File: config.mk
export PLATFORM = sky130hd
export DESIGN_NAME = score_bus_master
export DESIGN_NICKNAME = d
export VERILOG_FILES = /design/src/rtl/score_bus_master.sv
export SDC_FILE = /design/constraint.sdc
export NUM_CORES = 1
export LEC_CHECK = 0
export BUFFER_PORTS_ARGS = -buffer_cell sky130_fd_sc_hd__buf_2
export CAP_MARGIN = 10
export CELL_PAD_IN_SITES_DETAIL_PLACEMENT = 0
export CELL_PAD_IN_SITES_GLOBAL_PLACEMENT = 1
export CORE_MARGIN = 5
export CORE_UTILIZATION = 30
export CTS_CLUSTER_DIAMETER = 80
export DETAILED_ROUTE_END_ITERATION = 8
export PLACE_DENSITY_LB_ADDON = 0.1
export SYNTH_ARGS = -nofsm -noshare
export SYNTH_HDL_FRONTEND = slang
export SYNTH_SLANG_ARGS = --single-unit
File: constraint.sdc
create_clock -name clock -period 1.6 [get_ports clock]
set_input_delay 0.24 -clock clock [delete_from_list [all_inputs] [get_ports clock]]
set_output_delay 0.24 -clock clock [all_outputs]
set_load 0.02 [all_outputs]
File: src/rtl/score_bus_master.sv
// Bus initiator that polls the score event register, clears the events it read,
// keeps shadow scores with win detection, and writes both scores back to dmem.
module score_bus_master #(
  parameter int POLL_CYCLES = 1000,
  parameter int WIN_SCORE   = 7,
  parameter int EVENT_ADDR  = 2046,
  parameter int CLEAR_ADDR  = 2047,
  parameter int SCOREL_ADDR = 2048,
  parameter int SCORER_ADDR = 2049
) (
  input  logic        clock,
  input  logic        rst_n,
  input  logic        bus_gnt,
  input  logic [31:0] q,
  input  logic        new_game,
  output logic        bus_req,
  output logic [11:0] address,
  output logic [31:0] data,
  output logic        wren,
  output logic [2:0]  score_l,
  output logic [2:0]  score_r,
  output logic        game_over,
  output logic [1:0]  winner,
  output logic        busy,
  output logic [2:0]  state_dbg
);

  localparam logic [2:0] S_IDLE = 3'd0;
  localparam logic [2:0] S_REQ  = 3'd1;
  localparam logic [2:0] S_RD0  = 3'd2;
  localparam logic [2:0] S_RD1  = 3'd3;
  localparam logic [2:0] S_CLR  = 3'd4;
  localparam logic [2:0] S_WRL  = 3'd5;
  localparam logic [2:0] S_WRR  = 3'd6;
  localparam logic [2:0] S_REL  = 3'd7;

  localparam int            CW       = (POLL_CYCLES > 1) ? $clog2(POLL_CYCLES) : 1;
  localparam logic [CW-1:0] CNT_LAST = CW'(POLL_CYCLES - 1);
  localparam logic [2:0]    WIN      = 3'(WIN_SCORE);
  localparam logic [11:0]   A_EVT    = 12'(EVENT_ADDR);
  localparam logic [11:0]   A_CLR    = 12'(CLEAR_ADDR);
  localparam logic [11:0]   A_SCL    = 12'(SCOREL_ADDR);
  localparam logic [11:0]   A_SCR    = 12'(SCORER_ADDR);

  logic [2:0]    state_q, state_d;
  logic [CW-1:0] cnt_q, cnt_d;
  logic          ng_q, ng_d;
  logic [11:0]   addr_q, addr_d;
  logic [31:0]   data_q, data_d;
  logic [2:0]    score_l_q, score_l_d;
  logic [2:0]    score_r_q, score_r_d;
  logic          go_q, go_d;
  logic [1:0]    winner_q, winner_d;
  logic [2:0]    l_next, r_next;

  // Bus handshake: bus_req is held from REQ through REL; the bus is ours only
  // while bus_gnt is high, so every bus state stalls and writes are masked without it.
  assign bus_req   = (state_q != S_IDLE);
  assign busy      = (state_q != S_IDLE);
  assign wren      = bus_gnt && ((state_q == S_CLR) || (state_q == S_WRL) || (state_q == S_WRR));
  assign address   = addr_q;
  assign data      = data_q;
  assign score_l   = score_l_q;
  assign score_r   = score_r_q;
  assign game_over = go_q;
  assign winner    = winner_q;
  assign state_dbg = state_q;

  always_comb begin
    state_d   = state_q;
    cnt_d     = cnt_q;
    ng_d      = ng_q | new_game;
    addr_d    = addr_q;
    data_d    = data_q;
    score_l_d = score_l_q;
    score_r_d = score_r_q;
    go_d      = go_q;
    winner_d  = winner_q;
    l_next    = (score_l_q < WIN) ? score_l_q + 3'd1 : score_l_q;
    r_next    = (score_r_q < WIN) ? score_r_q + 3'd1 : score_r_q;

    case (state_q)
      S_IDLE: begin
        if (ng_q || (cnt_q == CNT_LAST)) begin
          cnt_d   = '0;
          state_d = S_REQ;
        end else begin
          cnt_d = cnt_q + CW'(1);
        end
      end
      S_REQ: begin
        if (bus_gnt) begin
          state_d = S_RD0;
          addr_d  = A_EVT;
        end
      end
      S_RD0: begin
        if (bus_gnt) state_d = S_RD1;
      end
      S_RD1: begin
        if (bus_gnt) begin
          // A pulse landing on this edge belongs to the next pass.
          ng_d = new_game;
          if (ng_q) begin
            score_l_d = 3'd0;
            score_r_d = 3'd0;
            go_d      = 1'b0;
            winner_d  = 2'b00;
          end else if (!go_q) begin
            score_l_d = q[0] ? l_next : score_l_q;
            score_r_d = q[1] ? r_next : score_r_q;
            if (score_l_d == WIN) begin
              go_d     = 1'b1;
              winner_d = 2'b01;
            end else if (score_r_d == WIN) begin
              go_d     = 1'b1;
              winner_d = 2'b10;
            end
          end
          if ((q[1:0] == 2'b00) && !ng_q) begin
            state_d = S_REL;
          end else begin
            state_d = S_CLR;
            addr_d  = A_CLR;
            data_d  = {30'b0, q[1:0]};
          end
        end
      end
      S_CLR: begin
        if (bus_gnt) begin
          state_d = S_WRL;
          addr_d  = A_SCL;
          data_d  = {29'b0, score_l_q};
        end
      end
      S_WRL: begin
        if (bus_gnt) begin
          state_d = S_WRR;
          addr_d  = A_SCR;
          data_d  = {29'b0, score_r_q};
        end
      end
      S_WRR: begin
        if (bus_gnt) state_d = S_REL;
      end
      default: begin
        state_d = S_IDLE;
      end
    endcase
  end

  always_ff @(posedge clock or negedge rst_n) begin
    if (!rst_n) begin
      state_q   <= S_IDLE;
      cnt_q     <= '0;
      ng_q      <= 1'b0;
      addr_q    <= '0;
      data_q    <= '0;
      score_l_q <= '0;
      score_r_q <= '0;
      go_q      <= 1'b0;
      winner_q  <= '0;
    end else begin
      state_q   <= state_d;
      cnt_q     <= cnt_d;
      ng_q      <= ng_d;
      addr_q    <= addr_d;
      data_q    <= data_d;
      score_l_q <= score_l_d;
      score_r_q <= score_r_d;
      go_q      <= go_d;
      winner_q  <= winner_d;
    end
  end

endmodule

### After elaboration in Yosys (flattened, before gate mapping)

Cells that the tools add are included.

* register bits: 67
* logic and storage cells: 90
* input port bits: 36

* reduce and logical (&&, ||, !) cells: 18
* order comparisons: 2
* muxes and demuxes: 39
* bitwise logic cells: 1
* $add $sub $neg: 3
* equal/unequal tests: 18

Operator list (count)
* $mux 32: 4
* $pmux 32 s3: 1
* $mux 12: 5
* $pmux 12 s4: 1
* $mux 3: 15
* $pmux 3 s7: 1
* $ne 2x2->1 const B: 9
* $eq 3x3->1 const B: 5
* $add 10x1->10 const B: 1
* $eq 10x10->1 const B: 1
* $mux 10: 1
* $mux 2: 5
* $reduce_bool 3->1: 3
* $reduce_and 7->1: 1
* $add 3x1->3 const B: 2
* $eq 3x2->1 const B: 2
* $lt 3x3->1 const B: 2
* $mux 1: 6
* $reduce_and 6->1: 1
* $reduce_and 5->1: 1
* $reduce_and 4->1: 1
* $reduce_bool 4->1: 1
* $eq 3x1->1 const B: 1
* $logic_not 3->1: 1
* other kinds (7): 10

### Depth between registers and ports, before layout

* depth after elaboration: 8
* depth in mapped cells: 7
* gate-level depth less buffers: 5

### Worst setup path before layout

Ideal clock, no wire load.

* path kind: reg-to-reg
* from: reg score_r_q[1], in the netlist score_r[1]
* to: reg winner_q[0], in the netlist winner[0]
* data arrival time: 1599 ps
* period minus slack after synthesis: 1725 ps
* setup time: 126 ps
* setup slack: -125 ps
* buffers on the path: 0
* stages on the path, launching flop included: 6
* cells stage by stage: dfrtp_1 > ha_1 > or3b_1 > o31ai_1 > a311oi_1 > a221o_1

* longest elaborated chain between the ends: 6
* elaborated cells on any way between the ends: 7

Ends and longest elaborated chain
* from (decl): line 51 `logic [2:0] score_r_q, score_r_d;`
* from (signal assigned): line 170 `score_r_q <= score_r_d;`
* $add 3x1->3 or $lt 3x3->1 (tied branches): line 80 `r_next = (score_r_q < WIN) ? score_r_q + 3'd1 : score_r_q;`
* $mux 3: line 80
* $mux 3 *: line 111 `score_r_d = q[1] ? r_next : score_r_q;`
* $eq 3x3->1 *: line 115 `end else if (score_r_d == WIN) begin`
* $reduce_bool 3->1 (no line) *
* $reduce_and 4->1 (no line) *
* to (signal assigned): line 172 `winner_q <= winner_d;`
* to (decl): line 53 `logic [1:0] winner_q, winner_d;`

Every way passes the cells marked *; elsewhere a longest branch is shown, timed or not.
A chain may end at the register's enable or synchronous reset.

### Worst setup path in the final report

* from: reg score_r_q[0], in the netlist score_r[0]
* to: reg winner_q[0], in the netlist winner[0]

The elaborated chain is that of the path after synthesis.

==> results.json <==
{
  "status": "finished, final reports clean",
  "synth_edf_count": 0,
  "timing.fmax_mhz": 639,
  "multi_input_area_um2": 1070,
  "h-tree-depth": 2,
  "design_area_um2": 2550,
  "core_um2": 6390,
  "dp_slack_ns": -0.0381,
  "synth_ff_type": "dfrtp_1",
  "first_global_vias": 1665,
  "dieArea_um2": 8320,
  "grt_usage_pct": 12.0,
  "worstPathArrival_ns": 1.74,
  "drv_slew": 0,
  "cts_root_buf": "clkbuf_8",
  "wl_met1_mm": 2.36,
  "min_from": "new_game",
  "period_minus_slack_ns": 1.57,
  "worstPathMaxFanout": 4,
  "clkLatencyLatePin_ns": 0.29,
  "routedWlPerCell_um": 13.8,
  "rsz0062_at_grt": "true",
  "p_leak_nw": 1.21,
  "register_area_um2": 731,
  "vias": 1769,
  "cts_made_buffers": 5,
  "async_reset_ff_share_pct": 100,
  "synth_common_cells": "buf_4, nand2_1, dfrtp_1",
  "ant_nets": 0,
  "routed_wl_mm": 5.12,
  "cts_tree": "done",
  "io_pins": 95,
  "fin_skew_ns": 0.0101,
  "placed_area_um2": 2300,
  "cp-end-kind": "register",
  "peakVddDrop_v": 0.000936,
  "firstDrtPassIters": 4,
  "required_ns": 1.77,
  "cp-start-kind": "register",
  "startpoint": "score_r[0]",
  "area_growth_pct": 28.9,
  "r2r-start": "score_r[0]",
  "gr-total-overflow": 0,
  "yosysMostFrequentCell": "buf_4",
  "clkTransAtPathRegs_ns": 0.07,
  "cap_violations": 0,
  "antenna_found_initial": 0,
  "dp_hpwl_mm": 3.64,
  "via_per_inst": 4.77,
  "drc_errors": 0,
  "maxUsedRoutingLayer": "met4",
  "gp_congestion": 0.774,
  "port_buffers": 35,
  "antennaDiodeCount": 0,
  "whs_ns": 0.149,
  "worst_hold_path_type": "input pin to register",
  "synth_top_area_share_pct": 36.7,
  "synth_area_leader_cell": "dfrtp_1",
  "ys_types": 49,
  "final_core_util_pct": 39.9,
  "power_density_nw_per_um2": 1370,
  "synthesis.area_um2": 1980,
  "grt_pass1_wl_mm": 8.23,
  "hold_viol_final": 0,
  "die_x_um": 91.2,
  "start_util_pct": 31.0,
  "wl_met2_mm": 2.39,
  "fin_crit_sh_pct": 97.9,
  "seq_area_frac_synth_pct": 36.7,
  "dieHeight_um": 91.2,
  "wl_met3_um": 309,
  "cts.sinks": 29,
  "syn_inst": 228,
  "synth.area.top_cells": "dfrtp_1, buf_4, nand2_1, o21ai_0, mux2i_1",
  "cts_buffer_depth": 2,
  "finalSetupViolCount": 0,
  "fp-row-count": 29,
  "layout-drive-gt1-share_pct": 36.4,
  "num-fill-cells": 645,
  "worstSetupPathType": "register to register",
  "finalPower_mw": 3.50,
  "fin_nets": 332,
  "finalWorstSetupSlack_ns": 0.0341,
  "grt_max_degree": 30,
  "syn_area_per_cell_um2": 8.68,
  "drtIter0Drc": 70,
  "synth-warning-count": 0,
  "ys_seq_elements": 29
}
-- area by class of cell --
class                      instances  area share, %
inverter                           7           1.13
tap                               77           3.78
sequential                        29           28.7
timing repair buffer              80           21.3
multi-input combinational        170           42.0
clock buffer                       8           3.14
-- where the power goes --
group          leakage, nW  switching [mW]  internal (mW)
clock network       0.0395           0.292          0.309
registers            0.377           0.131          0.878
logic                0.790            1.09          0.802
total                 1.21            1.51           1.99
-- worst max-delay path, cell delays in order, from the launching register on --
cell and delay, ns:
dfrtp_2 0.42, ha_4 0.25, nand2_1 0.12, o31ai_2 0.26
a311oi_1 0.12, a221o_1 0.27
-- logic make-up (layout without fill, tap and decap cells) --
family          count (synthesis)  count (layout)  synth area share, %
xor+xnor                        1               1                0.443
buf+inv                        57              95                 18.5
other cells                     1              29                0.190
mux                             9               9                 4.74
flops                          29              29                 36.7
fa+ha+maj                       3               3                 1.90
simple gates                   75              75                 19.0
compound gates                 53              53                 18.6
-- path summary, 6_finish.rpt --
check                                    end  slack, ns  cells after the start
min in group asynchronous           cnt_q[8]       0.44                      3
worst max-delay path               winner[0]       0.03                      5
worst min register to register       data[1]       0.50                      1
worst max register to register     winner[0]       0.03                      5
max in group asynchronous       state_dbg[0]       0.98                      3
worst min-delay path                    ng_q       0.15                      2
-- sequential cells by signal, summed over array words and instances (netlist names) --
register   count
cnt_q         10
address        3
data           3
score_l        3
score_r        3
state_dbg      3
winner         2
game_over      1
ng_q           1
-- through the flow --
step	TNS [ns]	std cells
2_1_floorplan	-0.116	256
3_5_place_dp	-0.0424	351
6_report	0	371
5_1_grt	-0.229	371
4_1_cts	0	361
3_3_place_gp	-0.0562	351
-- layer usage --
layer | global-route usage [%] | up-vias
met5 | 0 | -
met3 | 2.89 | 8
li1 | - | 871
met2 | 19.5 | 54
met1 | 15.8 | 836
met4 | 3.79 | 0
-- placed cells by master (no fill, tap or decap), types with 3 or more instances in the layout --
master    instances
o31ai_2           3
o311ai_1          3
dfrtp_1          25
o21ai_1           4
inv_1             6
mux2i_1           6
conb_1           29
clkbuf_8          5
a21oi_1           8
clkbuf_1          3
nand3_1           7
nand4_1           3
nor2_1           12
mux2_2            3
buf_2            34
nand2_1          29
nand2b_1          3
dfrtp_2           4
o21ai_0          12
buf_4            41
-- timing repair --
item,CTS,global route
pin swaps,1,6
hold endpoints to repair,29,0
buffers inserted,1,10
endpoints found under the setup margin,5,16
resized for setup,5,19
hold buffers,1,0
Note: power is estimated with default switching activity, not from simulation.
